$ cat src/rtl/ahb_slave.sv
// ahb_slave: AHB-Lite register-file slave with 2**ADDR_BITS 32-bit words.
// Define AHB_SLAVE_WAIT_EN to insert one wait state per transfer.
module ahb_slave #(
    parameter int ADDR_BITS = 4
) (
    input  logic        hclk,
    input  logic        hresetn,
    input  logic        hsel,
    input  logic [31:0] haddr,
    input  logic        hwrite,
    input  logic        hready,
    input  logic [31:0] hwdata,
    output logic        hreadyout,
    output logic [31:0] hrdata
);

    localparam int DEPTH = 2 ** ADDR_BITS;
`ifdef AHB_SLAVE_WAIT_EN
    localparam bit WAIT_EN = 1'b1;
`else
    localparam bit WAIT_EN = 1'b0;
`endif

    typedef enum logic [1:0] {
        S_IDLE,
        S_WAIT,
        S_DATA
    } state_t;

    state_t               state_q;
    state_t               state_d;
    logic [ADDR_BITS-1:0] idx_a;
    logic [ADDR_BITS-1:0] idx_q;
    logic [ADDR_BITS-1:0] rd_idx;
    logic                 wr_q;
    logic                 pend_q;
    logic                 accept;
    logic                 wr_done;
    logic                 rd_load;
    logic                 fwd;
    logic [31:0]          mem [DEPTH];
    logic                 unused_addr;

    assign idx_a       = haddr[ADDR_BITS+1:2];
    assign unused_addr = ^{haddr[31:ADDR_BITS+2], haddr[1:0]};

    // A wait cycle holds the bus, so no new address phase can land there.
    assign accept  = hsel && hready && (state_q != S_WAIT);
    assign wr_done = (state_q == S_DATA) && pend_q && wr_q;

    // Reads sample at the address edge, or one edge later with a wait state.
    assign rd_load = WAIT_EN ? ((state_q == S_WAIT) && !wr_q)
                             : (accept && !hwrite);
    assign rd_idx  = WAIT_EN ? idx_q : idx_a;
    assign fwd     = wr_done && (idx_q == rd_idx);

    assign hreadyout = WAIT_EN ? (state_q != S_WAIT) : 1'b1;

    always_comb begin
        state_d = state_q;
        unique case (state_q)
            S_IDLE: begin
                if (accept) begin
                    if (WAIT_EN) state_d = S_WAIT;
                    else         state_d = S_DATA;
                end
            end
            S_WAIT: begin
                state_d = S_DATA;
            end
            S_DATA: begin
                if (accept) begin
                    if (WAIT_EN) state_d = S_WAIT;
                    else         state_d = S_DATA;
                end else begin
                    state_d = S_IDLE;
                end
            end
            default: begin
                state_d = S_IDLE;
            end
        endcase
    end

    always_ff @(posedge hclk or negedge hresetn) begin
        if (!hresetn) begin
            state_q <= S_IDLE;
            pend_q  <= 1'b0;
            idx_q   <= '0;
            wr_q    <= 1'b0;
        end else begin
            state_q <= state_d;
            if (accept) begin
                pend_q <= 1'b1;
                idx_q  <= idx_a;
                wr_q   <= hwrite;
            end else if (state_q == S_DATA) begin
                pend_q <= 1'b0;
            end
        end
    end

    always_ff @(posedge hclk or negedge hresetn) begin
        if (!hresetn) begin
            for (int i = 0; i < DEPTH; i++) begin
                mem[i] <= '0;
            end
        end else if (wr_done) begin
            mem[idx_q] <= hwdata;
        end
    end

    always_ff @(posedge hclk or negedge hresetn) begin
        if (!hresetn) begin
            hrdata <= '0;
        end else if (rd_load) begin
            hrdata <= fwd ? hwdata : mem[rd_idx];
        end
    end

endmodule

$ cat config.mk
export PLATFORM = sky130hd
export DESIGN_NAME = ahb_slave
export DESIGN_NICKNAME = d
export VERILOG_FILES = /design/src/rtl/ahb_slave.sv
export SDC_FILE = /design/constraint.sdc
export NUM_CORES = 1
export LEC_CHECK = 0
export CORE_AREA = 3 3 219 221
export CTS_BUF_LIST = sky130_fd_sc_hd__clkbuf_16
export DETAILED_ROUTE_END_ITERATION = 8
export DIE_AREA = 0 0 222 224
export GPL_TIMING_DRIVEN = 0
export HOLD_SLACK_MARGIN = 0.02
export PLACE_DENSITY = 0.76
export SLEW_MARGIN = 20
export SYNTH_ARGS = -nofsm -noshare
export SYNTH_HDL_FRONTEND = slang
export SYNTH_SLANG_ARGS = --single-unit
export TNS_END_PERCENT = 30
$ cat constraint.sdc
create_clock -name hclk -period 2.2 [get_ports hclk]
set_clock_uncertainty 0.2 [all_clocks]
set_input_delay 0.22 -clock hclk [delete_from_list [all_inputs] [get_ports hclk]]
set_output_delay 0.22 -clock hclk [all_outputs]
set_load 0.01 [all_outputs]
==> results of run 1 <==
[layer usage]
metal / part of all wire [%] / wire, µm
met5: 0.043 / 27
met4: 3.7 / 2330
met3: 6.5 / 4120
met2: 48 / 30300
met1: 42 / 26500
[layout make-up]
type | count | area, µm²
Sequential cell | 551 | 13800
Tap cell | 607 | 759
Buffer | 136 | 927
Multi-Input combinational cell | 848 | 10200
Timing Repair Buffer | 103 | 1190
Clock buffer | 57 | 1430
Fill cell | 3343 | 17900
Inverter | 2 | 7.51
Clock inverter | 38 | 228
[worst max-delay path, stage by stage, from the launching register on]
cell,delay [ns]
dfrtp_1,0.38
nand3_2,0.16
or3_4,0.49
nor3_4,0.28
buf_4,0.19
clkbuf_4,0.21
mux2_2,0.35
[Yosys cell counts, types with 7 or more instances]
cell type and number:
buf_4 7, clkbuf_1 61, buf_1 30, a22oi_1 64, nand2_1 40, a221o_1 32, buf_6 7, and2_1 33
dfrtp_1 551, buf_2 32, nor2_1 8, mux2_1 13, mux2_2 504, mux4_2 128
[flip-flops by register name, indices dropped and copies added (netlist names)]
name / cells
state_q: 1
hrdata: 32
mem: 512
wr_q: 1
pend_q: 1
idx_q: 4
[logic make-up after synthesis]
kind of cell              Yosys count
xor gates and xnor gates            4
AOI/OAI and AO/OA                  98
muxes                             645
buffers and inverters             139
and+or+nand+nor                   100
other                               1
DFF                               551
[final timing paths]
kind                            startpoint  slack, ns        to  cells after the start
worst max-delay path                pend_q      -0.17  mem[498]                      6
worst min-delay path               hresetn      -0.07  mem[323]                      8
worst max register to register      pend_q      -0.17  mem[498]                      6
worst min register to register    mem[114]       0.28  mem[114]                      1
max in group asynchronous          hresetn       0.26  mem[449]                      9
min in group hclk                   hwrite       0.20      wr_q                      2
[power by group through the flow]
stage               sequential (mW)  clock, mW  combinational, mW
floorplan                      13.0          0               3.18
global placement               13.2          0               4.30
global route                   13.3       9.33               4.96
detailed placement             13.2          0               4.50
CTS                            13.1       8.94               4.58
finish                         13.1       8.80               4.61
[timing repair]
| item | CTS | global route |
|---|---|---|
| hold buffers | 7 | 3 |
| cloned | 0 | 2 |
| resized for setup | 137 | 101 |
| endpoints found under the hold margin | 213 | 37 |
| pin swaps | 0 | 5 |
| setup buffers | 0 | 14 |
| setup endpoints to repair | 512 | 503 |
[per-stage QoR]
stage          worst slack [ns]  setup TNS [ns]  hold slack (ns)
6_report                 -0.175           -4.33          -0.0682
5_1_grt                  -0.232          -13.26          -0.0370
4_1_cts                  -0.248          -32.96          -0.0543
3_5_place_dp              -1.49         -198.21           -0.121
3_3_place_gp             -22.67               -            0.252
2_1_floorplan             0.165               0           -0.276
==> results.json, run 1 <==
{
  "status": "finished, violations left",
  "violations": "negative hold slack, negative setup slack",
  "layout_commonest_cell": "dfrtp_1",
  "die_area_um2": 49700,
  "die_h_um": 224,
  "antenna_cells": 0,
  "grt_util_met2_pct": 40.6,
  "critPathArrivalTime_ns": 2.66,
  "placementRows": 79,
  "grt.met1_usage_pct": 34.8,
  "place_area_um2": 26100,
  "syn-num-nets": 1607,
  "period_share_pct": 108,
  "overflow": 0,
  "cts-root-buf": "clkbuf_16",
  "pwr-share-comb_pct": 17.4,
  "grtUsageMet3_pct": 5.41,
  "path_max_fanout": 5,
  "num_vias": 14600,
  "grt_max_degree": 105,
  "drc_errors": 0,
  "synthTopCellsByArea": "dfrtp_1, mux2_2, mux4_2",
  "cts_buffer_depth": 3,
  "syn-cell-area_um2": 24500,
  "antenna_found_initial": 2,
  "clock.fmax_mhz": 421,
  "layout-drive-gt1-share_pct": 48.2,
  "synthMuxAreaShare_pct": 35.5,
  "tritoncts": "done",
  "hold_violations": 133,
  "cp-start-kind": "flip-flop",
  "clock-sinks": 551,
  "wl_mm": 63.3,
  "yosys.area_share.xor_xnor_pct": 0.143,
  "yosysTopAreaCell": "dfrtp_1",
  "synth_top_family_by_area": "multiplexers",
  "layout.nets": 1768,
  "p_sw_share_pct": 24.8,
  "synthFlopType": "dfrtp_1",
  "io_pins": 102,
  "leakage_nw": 12.7,
  "synth_warnings": 0,
  "via_per_inst": 6.25,
  "power_per_cell_area_nw_per_um2": 931,
  "io_buffers": 71,
  "totalPowerFinal_mw": 26.5,
  "p_int_mw": 19.9,
  "initial_utilization_pct": 52.8,
  "slew_viol_final": 0,
  "ant_nets": 0,
  "grt_pass1_wl_mm": 95.6,
  "ys_seq_area_share_pct": 56.3,
  "place_inst": 2222,
  "holdWs_ns": -0.0682,
  "wl_per_cell_um": 27.0,
  "crit_required_ns": 2.48,
  "p_sw_mw": 6.59,
  "worstSetupEndpointType": "flip-flop",
  "synth.avg_cell_area_um2": 15.9,
  "pwr-share-clk_pct": 33.2,
  "synth_compound_area_share_pct": 3.31,
  "layoutNonFillerInstCount": 2342,
  "finalCriticalPeriod_ns": 2.37,
  "hp-class": "in -> async",
  "synthAdderAreaFrac_pct": 0,
  "cts_buffers": 57,
  "hpwl_mm": 39.1,
  "setup_viol": 121,
  "ir_worst_vdd_uv": 662,
  "worstSetupPathType": "reg -> reg",
  "design_area_um2": 28500,
  "synth.distinct_cells": 30,
  "cts_max_level": 2,
  "dieWidth_um": 222,
  "path_clk_slew_ns": 0.06,
  "layout_common_cells": "dfrtp_1, mux2_2, mux4_2, clkdlybuf4s50_1, a22oi_1",
  "rsz0062_at_grt": "yes",
  "drtIter0Drc": 1251,
  "core_um2": 46400,
  "cap_viol_max_count": 0,
  "areaGrowthSynthToFinish_pct": 16.4,
  "first_pass_iters": 4,
  "synth-seq-cells": 551,
  "grt.total_usage_pct": 25.3,
  "setup_ws_ns": -0.175,
  "max_slew.worst_pin.slew_ns": 0.922,
  "netlist_instances": 1538,
  "p_seq_share_pct": 49.5,
  "synthArstFlopShare_pct": 100,
  "gp_congestion": 0.807,
  "synth_edf_count": 0,
  "busiest_layer": "met2",
  "final_core_util_pct": 61.5,
  "netlist.area_leader.share_pct": 56.3,
  "relSlewSlack_pct": 38.3,
  "grt_pass1_vias": 15500,
  "clk_latency_ns": 0.60,
  "synth-simple-area-share_pct": 2.07
}
Note: power is estimated with default switching activity, not from simulation.
==> run 2, diff against run 1 <==
--- a/config.mk
+++ b/config.mk
@@ -9,7 +9,6 @@
 export CTS_BUF_LIST = sky130_fd_sc_hd__clkbuf_16
 export DETAILED_ROUTE_END_ITERATION = 8
 export DIE_AREA = 0 0 222 224
-export GPL_TIMING_DRIVEN = 0
 export HOLD_SLACK_MARGIN = 0.02
 export PLACE_DENSITY = 0.76
 export SLEW_MARGIN = 20
==> run 2 against run 1 <==
The run now ends clean. Largest cell class unchanged. Die area unchanged. Highest routed layer unchanged. Critical endpoint is now mem[445]. Hold slack improved by 0.14 ns. Sequential share of layout area shrank 0.21 points.
==> results.json, run 2 (synthesized netlist as in run 1, its figures left out) <==
{
  "hpwl_mm": 35.0,
  "hp-class": "in -> reg",
  "layout_commonest_cell": "dfrtp_1",
  "grt_util_met2_pct": 40.0,
  "critPathArrivalTime_ns": 2.38,
  "clk_latency_ns": 0.60,
  "core_um2": 46400,
  "max_stage_delay_ns": 0.39,
  "first_pass_iters": 5,
  "r2r_slack_ns": 0.10,
  "largest_reg_flops": 512,
  "holdPathEnd": "idx_q[0]",
  "initial_utilization_pct": 52.8,
  "path_delay_family": "simple AND/OR/NAND/NOR gates",
  "cp-start-kind": "flip-flop",
  "wl_mm": 58.4,
  "cts_setup_buffers": 0,
  "antenna_found_initial": 2,
  "hold_violations": 0,
  "via_per_inst": 6.16,
  "leakage_nw": 12.7,
  "clock-sinks": 551,
  "largest_register": "mem",
  "cts_max_level": 2,
  "crit_required_ns": 2.48,
  "drc_errors": 0,
  "placementRows": 79,
  "grt.met1_usage_pct": 32.9,
  "min-delay-start": "haddr[2]",
  "gp_congestion": 0.775,
  "cts_buffers": 54,
  "power_per_cell_area_nw_per_um2": 943,
  "final_core_util_pct": 61.8,
  "cts_buffer_depth": 3,
  "r2r_cells": 5,
  "grt_pass1_vias": 15100,
  "path_clk_slew_ns": 0.07,
  "die_area_um2": 49700,
  "drtIter0Drc": 949,
  "grt.total_usage_pct": 23.9,
  "top_regs": "mem: 512 flops, hrdata: 32 flops, idx_q: 4 flops",
  "setup_viol": 0,
  "path_max_fanout": 15,
  "worstSetupEndpointType": "flip-flop",
  "grt_max_degree": 76,
  "cts-root-buf": "clkbuf_16",
  "slowest_stage": "buf_4",
  "grt_pass1_wl_mm": 91.3,
  "path_buf_inv": 1,
  "grtUsageMet3_pct": 4.63,
  "io_pins": 102,
  "max_slew.worst_pin.slew_ns": 0.670,
  "status": "finished, final reports clean",
  "slew_viol_final": 0,
  "rr_startpoint": "state_q[1]",
  "num_vias": 14000,
  "ir_worst_vdd_uv": 703,
  "die_h_um": 224,
  "cap_viol_max_count": 0,
  "clock.fmax_mhz": 477,
  "r2r_end": "mem[445]",
  "areaGrowthSynthToFinish_pct": 16.9,
  "layout_common_cells": "dfrtp_1, mux2_2, mux4_2, clkdlybuf4s50_1, a22oi_1",
  "totalPowerFinal_mw": 27.0,
  "layout-drive-gt1-share_pct": 49.9,
  "antenna_cells": 0,
  "ant_nets": 0,
  "busiest_layer": "met2",
  "cp_cell_sequence": "and3_1 -> nand3b_1 -> nor3_2 -> buf_4 -> mux2_2",
  "relSlewSlack_pct": 55.2,
  "period_share_pct": 95.2,
  "io_buffers": 72,
  "overflow": 0,
  "worstSetupPathType": "reg -> reg",
  "hold_path_depth": 3,
  "dieWidth_um": 222,
  "num-fill-cells": 3314,
  "rsz0062_at_grt": "no",
  "wl_per_cell_um": 25.6,
  "finalCriticalPeriod_ns": 2.10,
  "layout.nets": 1697,
  "tritoncts": "done"
}
## run 2: cell count changes in the layout (fill, tap and decap cells not counted), moves of 6 or more
cell	change
buf_12	+42
clkbuf_1	-44
clkbuf_2	-8
nand2_1	-6
buf_16	-6
buf_2	-9
clkinv_2	+6
buf_6	-21
nand2_2	+6
clkbuf_4	-12
## run 2: timing repair
| action | CTS | global route |
|---|---|---|
| hold buffers | 3 | 0 |
| setup endpoints to repair | 0 | 41 |
| resized for setup | 0 | 2 |
| endpoints found under the hold margin | 552 | 0 |
## run 2: final cells by class
| class | instances | area [µm²] | area share [%] |
|---|---|---|---|
| clock buffer | 55 | 1380 | 4.81 |
| clock inverter | 46 | 410 | 1.43 |
| inverter | 2 | 7.51 | 0.0262 |
| multi-input combinational | 848 | 10200 | 35.6 |
| sequential | 551 | 13800 | 48.2 |
| tap | 607 | 759 | 2.65 |
| timing repair buffer | 171 | 2100 | 7.32 |
## run 2: worst reg2reg max path, stage by stage (launching register included)
cell and delay [ns]:
dfrtp_1 0.36, and3_1 0.26, nand3b_1 0.15, nor3_2 0.23, buf_4 0.39, mux2_2 0.39
## run 2: how the worst max path moves through the flow
stage,slack (ns),start,to,depth (start not counted)
2_1_floorplan,0.17,haddr[2],hrdata[21],7
6_report,0.10,state_q[1],mem[445],5
3_5_place_dp,-0.13,haddr[4],hrdata[6],7
3_3_place_gp,-0.13,haddr[4],hrdata[3],7
4_1_cts,0.002,idx_q[0],mem[496],4
5_1_grt,0.009,wr_q,mem[432],5
## run 2: per-layer routing
metal / up-vias / wire [µm] / share of wire (%)
met5: - / 10 / 0.017
met2: 373 / 28800 / 49
li1: 5958 / - / -
met3: 87 / 3480 / 6.0
met1: 7617 / 24900 / 43
met4: 2 / 1160 / 2.0
## run 2: per-stage QoR
step	std cells	setup slack (ns)	TNS, ns	area (µm²)	hold slack, ns
after floorplan	1538	0.165	0	24500	-0.276
after global placement	2176	-0.126	-2.85	26800	-0.00629
after detailed placement	2176	-0.128	-2.48	26800	-0.00478
after CTS	2280	0.00167	0	28600	0.0588
after global routing	2280	0.00895	0	28600	0.0851
final	2280	0.105	0	28600	0.0740
## run 2: report_power, final
part / internal, mW / switching [mW]
Sequential: 12.1 / 1.02
Clock: 5.37 / 3.97
Combinational: 2.87 / 1.66
==> run 3, diff against run 2 <==
--- a/config.mk
+++ b/config.mk
@@ -11,6 +11,7 @@
 export DIE_AREA = 0 0 222 224
 export HOLD_SLACK_MARGIN = 0.02
 export PLACE_DENSITY = 0.76
+export REMOVE_ABC_BUFFERS = 1
 export SLEW_MARGIN = 20
 export SYNTH_ARGS = -nofsm -noshare
 export SYNTH_HDL_FRONTEND = slang
==> run 3 against run 2 <==
The flow now finishes with violations (negative setup slack). Critical path depth rose by 2. Combinational power barely moved. Non-clock buffer count rose by 17. Setup slack got worse by 0.11 ns. Routed wire length rose by 1.5%. Register-to-register slack got worse by 0.11 ns. Sequential share of layout area fell by 0.084 points.
==> results.json, run 3 (synthesized netlist as in run 1, its figures left out) <==
{
  "cts_buffer_depth": 3,
  "largest_reg_flops": 512,
  "place_inst": 2187,
  "setup_ws_ns": -0.00470,
  "finalCriticalPeriod_ns": 2.20,
  "dieWidth_um": 222,
  "rsz0062_at_grt": "yes",
  "layout.nets": 1715,
  "cts_max_level": 2,
  "hp-class": "in -> async",
  "max_stage_delay_ns": 0.39,
  "tritoncts": "done",
  "die_area_um2": 49700,
  "drtIter0Drc": 1120,
  "cp_cell_sequence": "nand3_2 -> or3_4 -> buf_6 -> nor3_4 -> buf_6 -> buf_12 -> mux2_2",
  "wl_per_cell_um": 25.9,
  "leakage_nw": 12.7,
  "grt_max_degree": 84,
  "crit_top_cell": "buf_6",
  "p_sw_share_pct": 24.8,
  "areaGrowthSynthToFinish_pct": 17.1,
  "period_share_pct": 100,
  "clock.fmax_mhz": 454,
  "status": "finished, violations left",
  "top_regs": "mem: 512 flops, hrdata: 32 flops, idx_q: 4 flops",
  "crit_required_ns": 2.49,
  "die_h_um": 224,
  "layoutNonFillerInstCount": 2292,
  "cts-root-buf": "clkbuf_16",
  "clk_latency_ns": 0.60,
  "hpwl_mm": 35.6,
  "layout_common_cells": "dfrtp_1, mux2_2, mux4_2, clkdlybuf4s50_1, a22oi_1",
  "drc_errors": 0,
  "p_seq_share_pct": 49.8,
  "via_per_inst": 6.22,
  "path_clk_slew_ns": 0.06,
  "ant_nets": 0,
  "final_core_util_pct": 61.9,
  "path_buf_inv": 3,
  "worstSetupPathType": "reg -> reg",
  "overflow": 0,
  "pwr-share-comb_pct": 17.3,
  "grt.total_usage_pct": 23.8,
  "path_max_fanout": 14,
  "antenna_found_initial": 1,
  "wl_mm": 59.2,
  "cp-start-kind": "flip-flop",
  "slew_viol_final": 0,
  "ir_worst_vdd_uv": 775,
  "gp_congestion": 0.787,
  "path_delay_family": "simple AND/OR/NAND/NOR gates",
  "clock-sinks": 551,
  "largest_register": "mem",
  "cap_viol_max_count": 0,
  "hold_violations": 0,
  "num_vias": 14200,
  "cts_buffers": 55,
  "io_buffers": 72,
  "violations": "negative setup slack",
  "layout_commonest_cell": "dfrtp_1",
  "p_sw_mw": 6.55,
  "placementRows": 79,
  "pwr-share-clk_pct": 32.9,
  "worstSetupEndpointType": "flip-flop",
  "io_pins": 102,
  "initial_utilization_pct": 52.8,
  "relSlewSlack_pct": 57.3,
  "multi_input_area_um2": 10200,
  "antenna_cells": 0,
  "grt_pass1_wl_mm": 91.2,
  "max_slew.worst_pin.slew_ns": 0.639,
  "grt_pass1_vias": 15400,
  "setup_viol": 2,
  "ff_latch_area_um2": 13800,
  "p_int_mw": 19.8,
  "num-fill-cells": 3324,
  "core_um2": 46400,
  "layout-drive-gt1-share_pct": 50.1,
  "critPathArrivalTime_ns": 2.49,
  "power_per_cell_area_nw_per_um2": 920,
  "slowest_stage": "dfrtp_1",
  "first_pass_iters": 5
}
[run 3: changes by cell type in the layout (fill, tap and decap cells not counted), sizes merged]
cell,before,now
inv,15,16
buf,99,114
bufinv,7,2
clkinv,23,21
clkbuf,56,59
[run 3: cell type report]
cell class                 count  share of cell area [%]
multi-input combinational    848                    35.6
tap                          607                    2.65
clock inverter                40                   0.846
inverter                       2                  0.0262
timing repair buffer         188                    7.91
sequential                   551                    48.1
clock buffer                  56                    4.89
[run 3: routing by layer]
layer | track usage (%) | vias to the layer above | part of all wire [%]
li1 | - | 6001 | -
met1 | 33.0 | 7745 | 43
met2 | 38.8 | 390 | 49
met3 | 4.01 | 111 | 5.7
met4 | 7.80 | 2 | 2.8
met5 | 0 | - | 0.019
[run 3: stage by stage]
stage | hold WS (ns) | power (mW) | setup WS (ns) | setup TNS [ns] | instance area, µm²
after floorplan | -0.276 | 16.0 | -1.42 | -248.58 | 23900
after CTS | 0.0566 | 26.6 | 0.00244 | 0 | 28500
after global placement | -0.0481 | 17.5 | -0.0878 | -2.35 | 26900
after detailed placement | -0.0376 | 17.8 | -0.129 | -3.21 | 26900
final | 0.0757 | 26.4 | -0.00470 | -0.00556 | 28700
after global routing | 0.0912 | 27.5 | -0.0654 | -1.65 | 28700
[run 3: path summary, 6_finish.rpt]
check	end	from	slack, ns	depth (start not counted)
max in group asynchronous	mem[260]	hresetn	1.26	3
max reg2reg	mem[494]	pend_q	-0.005	7
min	mem[82]	hresetn	0.08	3
min in group hclk	idx_q[3]	haddr[5]	0.16	3
min reg2reg	mem[126]	mem[126]	0.28	1
max	mem[494]	pend_q	-0.005	7
[run 3: power groups by stage]
stage          registers [mW]  logic (mW)  clock network [mW]
6_report                 13.1        4.56                8.68
5_1_grt                  13.4        4.94                9.25
4_1_cts                  13.1        4.59                8.88
3_5_place_dp             13.3        4.56                   0
3_3_place_gp             13.1        4.37                   0
2_1_floorplan            13.0        2.99                   0
[run 3: tightest hold or removal path: stages]
cell,delay (ns)
dlygate4sd3_1,0.56
buf_8,0.21
buf_12,0.23
[run 3: timing repair]
item	CTS	global route
buffers inserted	0	3
endpoints found under the hold margin	552	0
gates resized for setup	0	12
setup endpoints to repair	0	91
hold buffers	3	0
